===== src/rtl/ysyx_25040129_axi_pkg.sv =====
// Shared types for the IFU/LSU to single-master AXI arbiter:
// transaction-state and grant enumerations plus fixed ID width.
package ysyx_25040129_axi_pkg;

    typedef enum logic [1:0] {
        ST_IDLE   = 2'd0,
        ST_RD_IFU = 2'd1,
        ST_RD_LSU = 2'd2,
        ST_WR     = 2'd3
    } arb_state_t;

    typedef enum logic {
        GRANT_IFU = 1'b0,
        GRANT_LSU = 1'b1
    } grant_t;

    localparam int unsigned ID_W = 4;

endpackage


===== src/rtl/ysyx_25040129_rr_arb2.sv =====
// Two-way round-robin picker: one-hot grant from the request pair, with a
// pointer that remembers the last side granted (bit 0 = IFU, bit 1 = LSU).
module ysyx_25040129_rr_arb2
    import ysyx_25040129_axi_pkg::*;
(
    input  logic       clock,
    input  logic       reset,
    input  logic [1:0] req,
    input  logic       update,
    output logic [1:0] grant
);

    grant_t last_grant;

    // On a tie the side that was not served last wins.
    always_comb begin
        grant = '0;
        case (req)
            2'b01:   grant = 2'b01;
            2'b10:   grant = 2'b10;
            2'b11:   grant = (last_grant == GRANT_IFU) ? 2'b10 : 2'b01;
            default: grant = '0;
        endcase
    end

    always_ff @(posedge clock or posedge reset) begin
        if (reset) begin
            last_grant <= GRANT_IFU;
        end else if (update && (grant != '0)) begin
            last_grant <= grant[1] ? GRANT_LSU : GRANT_IFU;
        end
    end

endmodule


===== src/rtl/ysyx_25040129_axi_arbiter.sv =====
// Arbitrates IFU reads and LSU reads/writes onto one AXI master port,
// one outstanding transaction at a time, with a registered grant.
module ysyx_25040129_axi_arbiter
    import ysyx_25040129_axi_pkg::*;
#(
    parameter int unsigned ADDR_W = 32,
    parameter int unsigned DATA_W = 32
) (
    input  logic                  clock,
    input  logic                  reset,

    input  logic                  ifu_arvalid,
    output logic                  ifu_arready,
    input  logic [ADDR_W-1:0]     ifu_araddr,
    input  logic [7:0]            ifu_arlen,
    input  logic [2:0]            ifu_arsize,
    input  logic [1:0]            ifu_arburst,
    output logic                  ifu_rvalid,
    input  logic                  ifu_rready,
    output logic [DATA_W-1:0]     ifu_rdata,
    output logic [1:0]            ifu_rresp,
    output logic                  ifu_rlast,

    input  logic                  lsu_arvalid,
    output logic                  lsu_arready,
    input  logic [ADDR_W-1:0]     lsu_araddr,
    input  logic [7:0]            lsu_arlen,
    input  logic [2:0]            lsu_arsize,
    input  logic [1:0]            lsu_arburst,
    output logic                  lsu_rvalid,
    input  logic                  lsu_rready,
    output logic [DATA_W-1:0]     lsu_rdata,
    output logic [1:0]            lsu_rresp,
    output logic                  lsu_rlast,

    input  logic                  lsu_awvalid,
    output logic                  lsu_awready,
    input  logic [ADDR_W-1:0]     lsu_awaddr,
    input  logic [7:0]            lsu_awlen,
    input  logic [2:0]            lsu_awsize,
    input  logic [1:0]            lsu_awburst,
    input  logic                  lsu_wvalid,
    output logic                  lsu_wready,
    input  logic [DATA_W-1:0]     lsu_wdata,
    input  logic [DATA_W/8-1:0]   lsu_wstrb,
    input  logic                  lsu_wlast,
    output logic                  lsu_bvalid,
    input  logic                  lsu_bready,
    output logic [1:0]            lsu_bresp,

    output logic                  io_master_arvalid,
    input  logic                  io_master_arready,
    output logic [ID_W-1:0]       io_master_arid,
    output logic [ADDR_W-1:0]     io_master_araddr,
    output logic [7:0]            io_master_arlen,
    output logic [2:0]            io_master_arsize,
    output logic [1:0]            io_master_arburst,
    input  logic                  io_master_rvalid,
    output logic                  io_master_rready,
    input  logic [ID_W-1:0]       io_master_rid,
    input  logic [DATA_W-1:0]     io_master_rdata,
    input  logic [1:0]            io_master_rresp,
    input  logic                  io_master_rlast,

    output logic                  io_master_awvalid,
    input  logic                  io_master_awready,
    output logic [ID_W-1:0]       io_master_awid,
    output logic [ADDR_W-1:0]     io_master_awaddr,
    output logic [7:0]            io_master_awlen,
    output logic [2:0]            io_master_awsize,
    output logic [1:0]            io_master_awburst,
    output logic                  io_master_wvalid,
    input  logic                  io_master_wready,
    output logic [DATA_W-1:0]     io_master_wdata,
    output logic [DATA_W/8-1:0]   io_master_wstrb,
    output logic                  io_master_wlast,
    input  logic                  io_master_bvalid,
    output logic                  io_master_bready,
    input  logic [ID_W-1:0]       io_master_bid,
    input  logic [1:0]            io_master_bresp
);

    arb_state_t state, state_nxt;
    logic       ar_done, aw_done, w_done;
    logic [1:0] req, grant;
    logic       rd_lsu;
    logic       ar_hs, r_fin, aw_hs, w_hs, b_fin;
    logic       unused_ids;

    assign unused_ids = ^{io_master_rid, io_master_bid};

    assign req = {lsu_arvalid | lsu_awvalid, ifu_arvalid};

    ysyx_25040129_rr_arb2 u_rr (
        .clock  (clock),
        .reset  (reset),
        .req    (req),
        .update (state == ST_IDLE),
        .grant  (grant)
    );

    assign ar_hs = io_master_arvalid & io_master_arready;
    assign r_fin = io_master_rvalid & io_master_rready & io_master_rlast;
    assign aw_hs = io_master_awvalid & io_master_awready;
    assign w_hs  = io_master_wvalid & io_master_wready;
    assign b_fin = io_master_bvalid & io_master_bready;

    always_ff @(posedge clock or posedge reset) begin
        if (reset) begin
            state   <= ST_IDLE;
            ar_done <= 1'b0;
            aw_done <= 1'b0;
            w_done  <= 1'b0;
        end else begin
            state <= state_nxt;
            if (state_nxt == ST_IDLE) begin
                ar_done <= 1'b0;
                aw_done <= 1'b0;
                w_done  <= 1'b0;
            end else begin
                if (ar_hs)                   ar_done <= 1'b1;
                if (aw_hs)                   aw_done <= 1'b1;
                if (w_hs && io_master_wlast) w_done  <= 1'b1;
            end
        end
    end

    // Within the LSU a pending write outranks a pending read.
    always_comb begin
        state_nxt = state;
        case (state)
            ST_IDLE: begin
                if (grant[1])      state_nxt = lsu_awvalid ? ST_WR : ST_RD_LSU;
                else if (grant[0]) state_nxt = ST_RD_IFU;
            end
            ST_RD_IFU, ST_RD_LSU: if (r_fin) state_nxt = ST_IDLE;
            ST_WR:                if (b_fin) state_nxt = ST_IDLE;
            default:              state_nxt = ST_IDLE;
        endcase
    end

    // Payload fields are routed unconditionally; only valid/ready are gated.
    assign rd_lsu            = (state == ST_RD_LSU);
    assign io_master_arid    = '0;
    assign io_master_araddr  = rd_lsu ? lsu_araddr  : ifu_araddr;
    assign io_master_arlen   = rd_lsu ? lsu_arlen   : ifu_arlen;
    assign io_master_arsize  = rd_lsu ? lsu_arsize  : ifu_arsize;
    assign io_master_arburst = rd_lsu ? lsu_arburst : ifu_arburst;
    assign ifu_rdata         = io_master_rdata;
    assign ifu_rresp         = io_master_rresp;
    assign ifu_rlast         = io_master_rlast;
    assign lsu_rdata         = io_master_rdata;
    assign lsu_rresp         = io_master_rresp;
    assign lsu_rlast         = io_master_rlast;
    assign io_master_awid    = '0;
    assign io_master_awaddr  = lsu_awaddr;
    assign io_master_awlen   = lsu_awlen;
    assign io_master_awsize  = lsu_awsize;
    assign io_master_awburst = lsu_awburst;
    assign io_master_wdata   = lsu_wdata;
    assign io_master_wstrb   = lsu_wstrb;
    assign io_master_wlast   = lsu_wlast;
    assign lsu_bresp         = io_master_bresp;

    always_comb begin
        ifu_arready       = 1'b0;
        ifu_rvalid        = 1'b0;
        lsu_arready       = 1'b0;
        lsu_rvalid        = 1'b0;
        lsu_awready       = 1'b0;
        lsu_wready        = 1'b0;
        lsu_bvalid        = 1'b0;
        io_master_arvalid = 1'b0;
        io_master_rready  = 1'b0;
        io_master_awvalid = 1'b0;
        io_master_wvalid  = 1'b0;
        io_master_bready  = 1'b0;
        case (state)
            ST_RD_IFU: begin
                io_master_arvalid = ifu_arvalid & ~ar_done;
                ifu_arready       = io_master_arready & ~ar_done;
                ifu_rvalid        = io_master_rvalid;
                io_master_rready  = ifu_rready;
            end
            ST_RD_LSU: begin
                io_master_arvalid = lsu_arvalid & ~ar_done;
                lsu_arready       = io_master_arready & ~ar_done;
                lsu_rvalid        = io_master_rvalid;
                io_master_rready  = lsu_rready;
            end
            ST_WR: begin
                io_master_awvalid = lsu_awvalid & ~aw_done;
                lsu_awready       = io_master_awready & ~aw_done;
                io_master_wvalid  = lsu_wvalid & ~w_done;
                lsu_wready        = io_master_wready & ~w_done;
                lsu_bvalid        = io_master_bvalid;
                io_master_bready  = lsu_bready;
            end
            default: ;
        endcase
    end

endmodule


===== config.mk =====
export PLATFORM = sky130hd
export DESIGN_NAME = ysyx_25040129_axi_arbiter
export DESIGN_NICKNAME = d
export VERILOG_FILES = /design/src/rtl/ysyx_25040129_axi_pkg.sv /design/src/rtl/ysyx_25040129_rr_arb2.sv /design/src/rtl/ysyx_25040129_axi_arbiter.sv
export SDC_FILE = /design/constraint.sdc
export NUM_CORES = 1
export LEC_CHECK = 0
export ABC_AREA = 1
export CAP_MARGIN = 20
export CELL_PAD_IN_SITES_DETAIL_PLACEMENT = 1
export CELL_PAD_IN_SITES_GLOBAL_PLACEMENT = 1
export CORE_AREA = 3 3 174 176
export CTS_CLUSTER_DIAMETER = 60
export DETAILED_ROUTE_END_ITERATION = 12
export DIE_AREA = 0 0 177 179
export PLACE_DENSITY = 0.78
export SYNTH_ARGS = -nofsm -noshare
export SYNTH_HDL_FRONTEND = slang
export SYNTH_SLANG_ARGS = --single-unit

===== constraint.sdc =====
create_clock -name clock -period 1.84 [get_ports clock]
set_input_delay 0.184 -clock clock [delete_from_list [all_inputs] [get_ports clock]]
set_output_delay 0.184 -clock clock [all_outputs]
set_load 0.05 [all_outputs]

==> run_results.csv <==
group,metric,value,unit
run_status,outcome,"finished clean",
clocking,clk_latency,230,ps
power_and_ir_drop,comb_power_share,90.2,%
synth,yosys-top-cells-count,"buf_4 (162), nand2_1 (156), inv_1 (18)",
cells_and_area,drive_gt1_share,33.58,%
global_routing,antenna_found_initial,1,
run,maxCapViolations,0,
clocking,hold_buffers,0,
cells_and_area,fillers,3412,
power_and_ir_drop,p_seq_share,3.7,%
clocking,clk_pin_slew_worst_paths,40,ps
min_path,min_path_type,"in2async",
synth,async_reset_ff_share,100.0,%
place,gp_congestion,0.6919,
cells_and_area,antenna_cells,0,
worst_setup_path,path_class,"reg2out",
synth,synth_top_area_share,53.44,%
timing,setup_viol,0,
route,postRouteAntennaNets,0,
route,dr.pass1.iters,4,
route,post_drt_wl_per_cell,15.93,um
synth,synth_cell_types,18,
worst_setup_path,cp-startpoint,"state[0]$_DFF_PP0_",
timing,finalMaxSlewViolations,0,
route,routed_wl,12.52,mm
synth,netlist_area,0.002276,mm^2
route,drtIter0Drc,38,
timing,finalCritPeriodShare,97.95,%
worst_setup_path,worst_ep_arrival_time,1620,ps
synth,syn_inst,385,
power_and_ir_drop,p_int,2828,uW
power_and_ir_drop,swShare,52.41,%
synth,yosys_register_bits,6,
power_and_ir_drop,peakVddDrop,0.8278,mV
synth,synth_area_leaders,"buf_4 (53%), nand2_1 (26%), dfrtp_1 (6.6%)",
clocking,cts_root_buf,"clkbuf_16",
synth,syn_avg_cell_area,5.912,um^2
floorplanning,fp.dieH,179,um
global_routing,grt_pass1_wl,15.09,mm
worst_setup_path,reg2reg_from,"state[0]$_DFF_PP0_",
route,vias,2269,
worst_setup_path,r2r-end,"w_done$_DFFE_PP0P_",
worst_setup_path,reg2reg_depth,12,
timing,max_freq,554.9,MHz
synth,synth_edf_count,0,
worst_setup_path,path_max_fanout,4,
power_and_ir_drop,p_leak,0.001842,uW
power_and_ir_drop,power_frac_clock,6.1,%
synth,ys.flop_type,"dfrtp_1",
timing,hold_viol_final,0,
floorplanning,die_area,0.03168,mm^2
worst_setup_path,rrSetupSlack,160,ps
route,drc_errors,0,
cells_and_area,ff_latch_area,150.1,um^2
floorplanning,die_w,177,um
timing,rsz0062_at_grt,"true",
timing,finalCriticalPeriod,1802,ps
clocking,cts_buffer_depth,2,
timing,finClkSkew,6.256,ps
cells_and_area,area_growth,84.61,%
power_and_ir_drop,p_per_area,1414,mW/mm^2
worst_setup_path,endpoint,"io_master_arvalid",
global_routing,grt_overflow,0,
worst_setup_path,end_kind,"primary output",
route,viasPerCell,2.887,
floorplanning,core,0.02878,mm^2
global_routing,track_usage,6.449,%
clocking,cts_buffers,3,
global_routing,grt_max_degree,37,
floorplanning,placementRows,62,
cells_and_area,utilization,14.60,%
place,dp_hpwl,8.842,mm
power_and_ir_drop,p_sw,3114,uW
timing,fin_setup_tns,0,ps
cells_and_area,multi_input_area,974.7,um^2
global_routing,grt_pass1_vias,2388,
clocking,cts_num_sinks,6,
place,port-buffer-count,165,
floorplanning,initial_core_util,7.908,%
clocking,cts_tree,"yes",
floorplanning,io-pin-count,450,
synth,synth_most_common_cell,"buf_4",
synth,ys_seq_area_share,6.597,%
synth,synth_area_leader_cell,"buf_4",
worst_setup_path,crit_required,1660,ps
cells_and_area,layout.nets,639,
worst_setup_path,start_kind,"register",
clocking,h-tree-depth,1,
synth,ys_warn_count,0,
[per-layer routing]
metal | up-vias | part of all wire (%) | global-route usage [%]
met5 | - | 0.50 | 1.122
met4 | 4 | 4.5 | 3.601
met3 | 73 | 15 | 4.172
met2 | 212 | 48 | 10.83
met1 | 967 | 32 | 5.866
li1 | 1013 | - | -
[power groups by stage]
stage	registers [uW]	logic [uW]	clock network [uW]
floorplan	210	3220	0
global placement	216	4670	0
global route	227	5680	371
CTS	224	5050	362
finish	222	5360	362
detailed placement	221	4740	0
[layout by cell type, fill, tap and decap left out, types with 3 or more instances in the layout]
master           count
nand2_1            112
clkdlybuf4s50_1    105
buf_12              59
nand2_2             46
inv_1               15
nor2_1               9
buf_4                9
conb_1               8
dfrtp_1              6
clkbuf_16            6
a21oi_1              4
nor3b_2              3
ha_1                 3
[state kept, by name, summed over array words and instances, names as in the netlist]
| signal | cells |
|---|---|
| state | 2 |
| ar_done | 1 |
| aw_done | 1 |
| u_rr.last_grant | 1 |
| w_done | 1 |
[per-stage QoR]
stage          worst slack [ps]  total power (uW)  cells  hold slack, ps  instance area (um^2)
3_3_place_gp              153.3              4887    772           368.3                  3796
6_report                  37.78              5942    786           183.1                  4202
3_5_place_dp              99.61              4962    772           368.3                  3796
5_1_grt                  -51.38              6275    786           221.0                  4202
2_1_floorplan            -135.6              3430    392          -25.04                  2317
4_1_cts                   1.495              5638    780           196.6                  3970
[cells by family (layout without fill, tap and decap cells)]
group	count (synthesis)	after routing	share of synthesized area, %
AOI/OAI and AO/OA	8	8	1.814
DFF	6	6	6.597
buffers and inverters	190	200	58.60
adders and majority gates	4	4	2.199
and+or+nand+nor	176	176	30.62
other	1	8	0.1648
[worst max-delay path, stage by stage, from the launching register on]
cell     delay [ps]
dfrtp_1         380
inv_2            80
ha_1            310
inv_1            80
nor2_2           90
nor3b_4         270
buf_12          170
[worst min path at each step]
stage | from | slack [ps] | cells past startpoint | to
6_report | reset | 180 | 2 | ar_done$_DFFE_PP0P_
3_5_place_dp | lsu_awaddr[17] | 370 | 0 | io_master_awaddr[17]
5_1_grt | reset | 220 | 2 | ar_done$_DFFE_PP0P_
2_1_floorplan | reset | -30 | 1 | ar_done$_DFFE_PP0P_
3_3_place_gp | lsu_awaddr[17] | 370 | 0 | io_master_awaddr[17]
4_1_cts | reset | 200 | 2 | ar_done$_DFFE_PP0P_
[repair_timing]
item	CTS	global route
endpoints found under the setup margin	45	17
resized for setup	8	49
pin swaps	0	2
cloned	2	4
setup buffers	3	2
hold endpoints to repair	0	0
[layout make-up]
| type | instances | share of cell area [%] |
|---|---|---|
| Sequential cell | 6 | 3.574 |
| Timing Repair Buffer | 179 | 58.10 |
| Clock buffer | 3 | 1.787 |
| Tap cell | 384 | 11.44 |
| Multi-Input combinational cell | 196 | 23.20 |
| Inverter | 18 | 1.906 |
Power figures use the tool's default switching activity.
